### src/rtl/wb_stage.sv
// wb_stage: write-back stage register, GPR write port, HI/LO registers, debug trace, retire counter.
// Define WB_HILO_BYPASS_EN to forward a pending HI/LO write straight to hi_rdata/lo_rdata.
module wb_stage #(
   parameter int MEM_TO_WB_WD = 136,
   parameter int WB_TO_RF_WD  = 38,
   parameter int STALL_W      = 6
) (
   input  logic                    clk,
   input  logic                    rst,
   input  logic                    flush,
   input  logic [STALL_W-1:0]      stall,
   input  logic [MEM_TO_WB_WD-1:0] mem_to_wb_bus,
   output logic [WB_TO_RF_WD-1:0]  wb_to_rf_bus,
   output logic [31:0]             hi_rdata,
   output logic [31:0]             lo_rdata,
   output logic [31:0]             retire_cnt,
   output logic [31:0]             debug_wb_pc,
   output logic [3:0]              debug_wb_rf_wen,
   output logic [4:0]              debug_wb_rf_wnum,
   output logic [31:0]             debug_wb_rf_wdata
);
   logic [MEM_TO_WB_WD-1:0] stage_q, stage_d;
   logic [31:0]             hi_q, hi_d, lo_q, lo_d, retire_cnt_q, retire_cnt_d;
   logic                    retire;

   always_comb begin
      stage_d      = flush                  ? '0 :
                     (stall[4] && !stall[5]) ? '0 :
                     !stall[4]               ? mem_to_wb_bus : stage_q;
      // the entry already in WB commits regardless of what happens to the stage register
      hi_d         = stage_q[135] ? stage_q[133:102] : hi_q;
      lo_d         = stage_q[134] ? stage_q[101:70]  : lo_q;
      retire       = !flush && !stall[4] && (mem_to_wb_bus[69:38] != 32'd0);
      retire_cnt_d = retire_cnt_q + {31'd0, retire};
   end

   always_ff @(posedge clk or negedge rst) begin
      if (!rst) begin
         stage_q      <= '0;
         hi_q         <= '0;
         lo_q         <= '0;
         retire_cnt_q <= '0;
      end else begin
         stage_q      <= stage_d;
         hi_q         <= hi_d;
         lo_q         <= lo_d;
         retire_cnt_q <= retire_cnt_d;
      end
   end

   assign wb_to_rf_bus      = stage_q[37:0];
   assign retire_cnt        = retire_cnt_q;
   assign debug_wb_pc       = stage_q[69:38];
   assign debug_wb_rf_wen   = {4{stage_q[37]}};
   assign debug_wb_rf_wnum  = stage_q[36:32];
   assign debug_wb_rf_wdata = stage_q[31:0];

`ifdef WB_HILO_BYPASS_EN
   assign hi_rdata = stage_q[135] ? stage_q[133:102] : hi_q;
   assign lo_rdata = stage_q[134] ? stage_q[101:70]  : lo_q;
`else
   assign hi_rdata = hi_q;
   assign lo_rdata = lo_q;
`endif
endmodule

### config.mk
export PLATFORM = sky130hd
export DESIGN_NAME = wb_stage
export DESIGN_NICKNAME = d
export VERILOG_FILES = /design/src/rtl/wb_stage.sv
export SDC_FILE = /design/constraint.sdc
export NUM_CORES = 1
export LEC_CHECK = 0
export CAP_MARGIN = 10
export CELL_PAD_IN_SITES_DETAIL_PLACEMENT = 0
export CELL_PAD_IN_SITES_GLOBAL_PLACEMENT = 2
export CORE_MARGIN = 5
export CORE_UTILIZATION = 26
export CTS_CLUSTER_DIAMETER = 120
export DETAILED_ROUTE_END_ITERATION = 8
export PLACE_DENSITY_LB_ADDON = 0.1
export SLEW_MARGIN = 0
export SYNTH_ARGS = -nofsm -noshare
export SYNTH_HDL_FRONTEND = slang
export SYNTH_SLANG_ARGS = --single-unit
### constraint.sdc
create_clock -name clk -period 1.8 [get_ports clk]
set_clock_uncertainty 0.05 [all_clocks]
set_input_delay 0.36 -clock clk [delete_from_list [all_inputs] [get_ports clk]]
set_output_delay 0.36 -clock clk [all_outputs]
set_load 0.05 [all_outputs]
Yosys cells after proc, flatten, opt, wreduce, memory -nomap -nowiden --
Cells that the tools add are included.
Storage, ports and cells: input bits 145, flip-flop bits (word level) 232, word-level logic and storage cells 16
Cells by class: add/subtract/negate cells 1, multiplexer cells 3, reductions and logical operators 7, equality and inequality tests 1
Operators with widths (number):
- two-way mux 136 bit | 3
- adder 32 x 1 -> 32 bit | 1
- nonzero test 32 bit | 1
- logical AND 1 bit | 3
- zero test 1 bit | 3
- inequality test 3 x 2 -> 1 bit (second input constant) | 1

Depth between registers and ports, before layout --
Gate-level depths: netlist of the first run.
depth in word-level cells 4, depth in mapped cells 10, gate-level depth less buffers 9

Least setup slack after synthesis of the first run --
No wires, ideal clock.
path type input -> register, from input stall[4], to register retire_cnt_q[22], in the netlist retire_cnt[22], setup time 0.082 ns, stages on the path 10, data arrival time 2.537 ns, path slack -0.869 ns, data required time 1.668 ns, path through nor2_1 clkbuf_1 clkbuf_1 o21a_1 ha_1 ha_1 nand3_1 or4_4 nor4_4 xor2_1
Between the ends: longest elaborated chain between the ends 4
Ends and longest elaborated chain:
- start: declaration | RTL line 11 | input logic [STALL_W-1:0] stall,
- zero test 1 bit | RTL line 33 | retire = !flush && !stall[4] && (mem_to_wb_bus[69:38] != 32'd0);
- logical AND 1 bit (2 in a row) | RTL line 33
- adder 32 x 1 -> 32 bit | RTL line 34 | retire_cnt_d = retire_cnt_q + {31'd0, retire};
- via retire_cnt_d[22] | RTL line 23 | logic [31:0] hi_q, hi_d, lo_q, lo_d, retire_cnt_q, retire_cnt_d;
- end signal: assignment | RTL line 47 | retire_cnt_q <= retire_cnt_d;
- end: declaration | RTL line 23
The timed path passes the listed nets, and every way through them passes these cells. A chain may end at the register's enable or synchronous reset.

Final worst setup path of the first run --
from input mem_to_wb_bus[59], to register retire_cnt_q[21], in the netlist retire_cnt[21]
Between the ends: longest elaborated chain between the ends 3
Ends and longest elaborated chain:
- start: declaration | RTL line 12 | input logic [MEM_TO_WB_WD-1:0] mem_to_wb_bus,
- nonzero test 32 bit | RTL line 33
- logical AND 1 bit | RTL line 33
- adder 32 x 1 -> 32 bit | RTL line 34
- via retire_cnt_d[21] | RTL line 23
The timed path passes the listed nets, and every way through them passes these cells.

==> results of run 1 <==
==> how the worst max path moves through the flow <==
stage                                 to  slack, ps  cells after the start
after floorplan           retire_cnt[22]       -410                     10
after global placement    retire_cnt[31]      -1350                     10
after detailed placement  retire_cnt[15]      -1330                     10
after CTS                 retire_cnt[22]        -90                      6
after global routing      retire_cnt[21]       -100                     11
final                     retire_cnt[21]        -10                     11
==> report_power, final <==
group / switching, W / internal [W] / total (W)
logic: 0.00198 / 0.00130 / 0.00328
clock network: 0.00206 / 0.00302 / 0.00508
registers: 0.000291 / 0.00560 / 0.00589
==> registers in the layout, indices dropped and copies added (netlist names) <==
register,count
retire_cnt,32
hi_rdata,32
lo_rdata,32
stage_q,136
==> Yosys cell counts (all sizes together) <==
| master | count |
|---|---|
| nor2 | 4 |
| xnor2 | 26 |
| and4 | 5 |
| and3b | 1 |
| dfrtp | 232 |
| inv | 2 |
| xor2 | 4 |
| a22o | 136 |
| nor4 | 12 |
| nand3 | 12 |
| clkbuf | 33 |
| ha | 2 |
| nor3 | 1 |
| buf | 117 |
| or4 | 1 |
| and3 | 3 |
| nand4 | 14 |
| o21a | 1 |
| mux2 | 64 |
| nand2 | 8 |
| clkinv | 1 |
==> repair_timing <==
item / 4_1_cts / 5_1_grt
buffers inserted: 5 / 3
pin swaps: 20 / 21
endpoints found under the setup margin: 31 / 24
resized for setup: 162 / 11
hold endpoints to repair: 59 / 0
hold buffers: 20 / 0
==> per-stage QoR <==
step	TNS (ps)	setup slack, ps	utilization, %
global placement	-83520	-1350	35.1
detailed placement	-85230	-1330	35.1
CTS	-454	-85.0	38.4
global route	-841	-95.9	38.6
floorplan	-6490	-406	-
finish	-39.1	-14.4	38.6
==> metal layers <==
layer  vias up  part of all wire (%)
met2       215                    48
li1       2943                     -
met4         4                   1.8
met3        40                   8.3
met5         -                  0.12
met1      3351                    42
==> cells in the final DEF (no fill, tap or decap), types with 4 or more instances in the layout <==
cell type          n
nor4_4             7
xor2_1             4
nand3_2            8
a22o_1           136
clkbuf_1           9
clkdlybuf4s15_1    5
buf_12            15
mux2_2            64
dlygate4sd3_1     20
dfrtp_1          231
buf_6             23
clkdlybuf4s50_1  105
buf_4            238
nand2_1            5
xnor2_1           26
clkbuf_16         27
clkbuf_8           7
nand4_1           11
clkdlybuf4s15_2    5
==> cells by family after synthesis <==
| family | share of synthesized area, % |
|---|---|
| flops | 61.5 |
| buf+inv | 10.6 |
| compound gates | 12.7 |
| mux | 7.63 |
| simple gates | 4.58 |
| xor+xnor | 2.78 |
| fa+ha+maj | 0.265 |
==> cell type report <==
cell class	count	area, um^2
clock inverters	3	15.0
flip-flops and latches	232	5810
fillers	3464	22000
multi-input cells	294	2820
clock buffers	43	806
diodes	1	2.50
repair buffers	417	3750
inverters	3	11.3
well taps	461	577
==> worst register-to-register path: stages (launching register included) <==
cell     delay, ps
dfrtp_1        380
ha_4           170
ha_4           140
nand3_4         80
buf_6          140
nor4_4         270
buf_6          180
nand4_1        110
xnor2_1        140
==> results.ini, run 1 <==
[clock_tree]
numCtsBuffers = 27
cts_root_buf = clkbuf_16
h-tree-depth = 1
clk_latency_ps = 520
cts.clk_slew.worst_paths_ps = 60
clock_sinks = 232
cts_tree = built
clk_path_buf_depth = 3

[timing]
timing.hold.ws_ps = 43.1
fin_crit_sh_pct = 101
hold_viol_final = 0
rsz0062_at_grt = yes
max_freq_mhz = 551
worst_pin_slew_ps = 849
setup_viol_count_final = 5
min_period_ps = 1810
relSlewSlack_pct = 43.4
setup_slack_ps = -14.4
slew_viol_final = 0

[synthesis]
synthTopCellsByArea = dfrtp_1 (61%), a22o_1 (13%), buf_4 (8.8%), mux2_2 (7.6%), xnor2_1 (2.4%)
syn_inst = 679
synth-seq-cells = 232
synth_area_per_cell_um2 = 13.9
netlist_area_mm2 = 0.00944
ys_warn_count = 0
netlist.area_leader.share_pct = 61.5
ys_seq_area_share_pct = 61.5
synth_nets = 826
yosys.area.top_type = dfrtp_1
synth.distinct_cells = 26

[global_routing]
met1_usage_pct = 17.3
grt_busiest_layer = met2
overflow = 0
grt_pass1_wl_um = 44800
grtUsageMet3_pct = 4.91
grt_max_degree = 70
grt_usage_pct = 13.7
grt_pass1_vias = 7241
met2_usage_pct = 22.8
antenna_found_initial = 2

[final_layout]
finalNetCount = 1122
instances_no_fill = 1454
syn_to_final_growth_pct = 46.0
design_area_mm2 = 0.0138
drive_above_1_share_pct = 42.3

[floorplan]
io_pins = 352
die_y_um = 201
core_mm2 = 0.0357
rows = 69
initial_utilization_pct = 26.4
chipWidth_um = 201
die-area_mm2 = 0.0402

[min_path]
hold_depth = 2
worstHoldEndpoint = stage_q[47]
hold_path.class = input pin to flip-flop
holdCritStartpoint = mem_to_wb_bus[47]

[setup_path]
cp_cell_sequence = buf_6 > nor4_4 > buf_4 > nand4_1 > o21a_1 > ha_4 > buf_6 > and4_4 > and4_4 > nand4_1 > xnor2_1
critPathTopFamily = simple AND/OR/NAND/NOR gates
cp_slowest_stage_delay_ps = 300
critical_path.startpoint = mem_to_wb_bus[59]
crit_type = input pin to flip-flop
required_ps = 2190
worstRegToRegCells = 8
reg2reg_to = retire_cnt[18]
crit_buf_inv = 3
cp_data_arrival_time_ps = 2210
startpoint_type = input pin
rr_startpoint = retire_cnt[0]
end_kind = flip-flop
slowest_stage = nor4_4
path_max_fanout = 8
worst-r2r-setup-slack_ps = 20

[outcome]
violations = setup timing
status = finished with violations

[place]
dpl.cell_count = 1379
place_area_mm2 = 0.0125
gp_congestion = 0.795
port_buffers = 347
place_hpwl_um = 20500

[drt]
first_iter_violations = 190
route.detailed.drc = 0
wl_um = 28700
ant_nets = 0
avgRoutedWirePerCell_um = 19.8
dr.pass1.iters = 4
via_count = 6553
avgViaCountPerCell = 4.51

[power]
power.total_w = 0.0143
p_leak_nw = 6.61
powerDensity_mw_per_mm2 = 1030
vdd_drop_max_uv = 597

[flow_run]
cap_violations = 0

Note: power is estimated with default switching activity, not from simulation.
==> inputs of run 2 (changes only) <==
--- a/config.mk
+++ b/config.mk
@@ -12,6 +12,7 @@
 export CORE_UTILIZATION = 26
 export CTS_CLUSTER_DIAMETER = 120
 export DETAILED_ROUTE_END_ITERATION = 8
+export GPL_ROUTABILITY_DRIVEN = 1
 export PLACE_DENSITY_LB_ADDON = 0.1
 export SLEW_MARGIN = 0
 export SYNTH_ARGS = -nofsm -noshare
==> results of run 2 <==
The final DEF is identical to that of run 1; final timing and power are the same.
==> inputs of run 3 (changes only) <==
--- a/config.mk
+++ b/config.mk
@@ -5,13 +5,15 @@
 export SDC_FILE = /design/constraint.sdc
 export NUM_CORES = 1
 export LEC_CHECK = 0
+export ABC_CLOCK_PERIOD_IN_PS = 1800
 export CAP_MARGIN = 10
 export CELL_PAD_IN_SITES_DETAIL_PLACEMENT = 0
 export CELL_PAD_IN_SITES_GLOBAL_PLACEMENT = 2
 export CORE_MARGIN = 5
-export CORE_UTILIZATION = 26
+export CORE_UTILIZATION = 37
 export CTS_CLUSTER_DIAMETER = 120
 export DETAILED_ROUTE_END_ITERATION = 8
+export DONT_BUFFER_PORTS = 1
 export GPL_ROUTABILITY_DRIVEN = 1
 export PLACE_DENSITY_LB_ADDON = 0.1
 export SLEW_MARGIN = 0
==> run 3 against run 2 <==
- the flow finishes with violations (hold timing, setup timing)
- critical path depth down 10
- register-to-register slack better by 60 ps
- sequential power up 13%
- critical endpoint is now debug_wb_rf_wen[0]
- highest routed layer is now met4
==> results.ini, run 3 (synthesis gave the netlist of run 1 again) <==
[outcome]
status = finished with violations
violations = hold timing, setup timing

[setup_path]
worstRegToRegCells = 7  ; -1
slowest_stage = dfrtp_2
required_ps = 1390  ; -800 ps
worst-r2r-setup-slack_ps = 80  ; +60 ps
end_kind = primary output
critPathTopFamily = flip-flops
rr_startpoint = retire_cnt[0]
cp_data_arrival_time_ps = 1390  ; -820 ps
cp_cell_sequence = buf_12
cp_slowest_stage_delay_ps = 560  ; +260 ps
startpoint_type = flip-flop
reg2reg_to = retire_cnt[26]
path_max_fanout = 4  ; -4
crit_type = flip-flop to primary output
crit_buf_inv = 1  ; -2

[clock_tree]
clk_latency_ps = 530  ; about the same
numCtsBuffers = 27  ; unchanged
clk_path_buf_depth = 3  ; unchanged
h-tree-depth = 1  ; unchanged
cts_root_buf = clkbuf_16
cts.clk_slew.worst_paths_ps = 60  ; about the same
clock_sinks = 232  ; unchanged
ctsHoldBuffers = 136  ; +580%
cts_tree = built

[timing]
timing.hold.ws_ps = -530  ; -573 ps
fin_crit_sh_pct = 100  ; -0.76 points
relSlewSlack_pct = 39.3  ; -4.1 points
hold_viol_final = 232  ; +232
worst_pin_slew_ps = 911  ; +62.2 ps
slew_viol_final = 0  ; unchanged
setup_viol_count_final = 4  ; -1
setup_slack_ps = -0.665  ; +13.7 ps
min_period_ps = 1800  ; -13.7 ps
max_freq_mhz = 555  ; +0.76%
rsz0062_at_grt = yes

[floorplan]
die_y_um = 170  ; -15%
core_mm2 = 0.0252  ; -30%
rows = 58  ; -16%
die-area_mm2 = 0.0288  ; -28%
chipWidth_um = 170  ; -15%
initial_utilization_pct = 37.5  ; +11 points
io_pins = 352  ; unchanged

[drt]
ant_nets = 0  ; unchanged
route.detailed.drc = 0  ; unchanged
dr.pass1.iters = 4  ; unchanged
maxUsedRoutingLayer = met4
wl_um = 24500  ; -15%
met3_length_um = 2250  ; -5.2%
avgViaCountPerCell = 5.19  ; +15%
via_count = 5884  ; -10%
first_iter_violations = 327  ; +72%
met2_length_um = 12000  ; -13%
wl_met1_um = 9370  ; -22%
avgRoutedWirePerCell_um = 21.6  ; +9.4%

[global_routing]
antenna_found_initial = 2  ; unchanged
grt_usage_pct = 16.3  ; +2.5 points
grt_max_degree = 233  ; +230%
grt_pass1_wl_um = 37300  ; -17%
overflow = 0  ; unchanged
grt_pass1_vias = 6253  ; -14%

[final_layout]
largest_reg_flops = 136  ; unchanged
drive_above_1_share_pct = 26.8  ; -15 points
syn_to_final_growth_pct = 26.5
nFillCells = 2186  ; -37%
finalNetCount = 927  ; -17%
most-common-layout-cells = dfrtp_1 (231), a22o_1 (136), dlygate4sd3_1 (136)
multiInputGateArea_mm2 = 0.00271  ; -3.9%
regArea_mm2 = 0.00581  ; unchanged
regMostFlops = stage_q
final_common_cell = dfrtp_1

[power]
pwr-share-comb_pct = 11.6  ; -11 points
powerDensity_mw_per_mm2 = 1160  ; +12%
p_sw_w = 0.00417  ; -3.6%
vdd_drop_max_uv = 678  ; +14%
swShare_pct = 30.2  ; -0.22 points
p_int_w = 0.00966  ; -2.6%
p_leak_nw = 5.60  ; -15%
p_clk_share_pct = 40.1  ; +4.4 points
power.total_w = 0.0138  ; -2.9%
p_seq_share_pct = 48.3  ; +7.0 points

[place]
port_buffers = 0  ; -100%
place_hpwl_um = 16100  ; -22%
gp_congestion = 0.776  ; -2.4%

[flow_run]
cap_violations = 0  ; unchanged

[min_path]
hold_path.class = input pin to asynchronous set/reset pin

## run 3: cell count changes in the layout (fill, tap and decap cells not counted), moves of 5 or more
cell             previous run  this run
buf_4                     238        82
clkdlybuf4s50_1           105         0
nand3_1                     3        10
clkbuf_8                    7        12
nor4_1                      2         7
buf_6                      23         0
clkdlybuf4s15_2             5         0
nand3_2                     8         1
dlygate4sd3_1              20       136
buf_12                     15         4
clkdlybuf4s15_1             5         0
clkbuf_1                    9         2
## run 3: power by group through the flow
stage	Clock, W	Combinational (W)	Sequential (W)
floorplan	0	0.00109	0.00675
global placement	0	0.00134	0.00678
detailed placement	0	0.00137	0.00678
CTS	0.00574	0.00162	0.00669
global route	0.00596	0.00170	0.00673
finish	0.00554	0.00161	0.00668
## run 3: per-stage QoR
step / std cells / instance area, um^2 / TNS (ps) / setup slack (ps) / utilization, %
detailed placement: 942 / 9580 / -17250 / -767 / 38.1
floorplan: 679 / 9500 / -6490 / -406 / -
global route: 1133 / 11900 / -265 / -58.2 / 47.4
finish: 1133 / 11900 / -1.00 / -0.665 / 47.4
CTS: 1128 / 11900 / -171 / -42.9 / 47.3
global placement: 942 / 9580 / -15200 / -704 / 38.1
## run 3: area by class of cell
type,count,share of cell area [%]
well taps,330,3.46
diodes,2,0.0419
multi-input cells,294,22.7
clock buffers,41,7.10
clock inverters,9,0.765
repair buffers,222,17.2
inverters,3,0.0943
flip-flops and latches,232,48.6
## run 3: how the worst max path moves through the flow
| stage | from | end | slack (ps) | depth (start not counted) |
|---|---|---|---|---|
| final | stage_q[37] | debug_wb_rf_wen[0] | -0.7 | 1 |
| after global placement | mem_to_wb_bus[39] | retire_cnt[31] | -700 | 9 |
| after floorplan | stall[4] | retire_cnt[22] | -410 | 10 |
| after CTS | stage_q[37] | debug_wb_rf_wen[0] | -40 | 1 |
| after global routing | stage_q[37] | debug_wb_rf_wen[0] | -60 | 1 |
| after detailed placement | mem_to_wb_bus[39] | retire_cnt[31] | -770 | 9 |
## run 3: repair_timing
item,in CTS,in global routing
setup endpoints to repair,23,20
pin swaps,1,1
hold endpoints to repair,368,232
resized for setup,3,2
setup buffers,0,3
## run 3: layer usage
metal  up-vias  GRT usage [%]
li1       2561              -
met4         0           5.43
met3        59           5.36
met2       276           27.3
met5         -              0
met1      2988           19.9
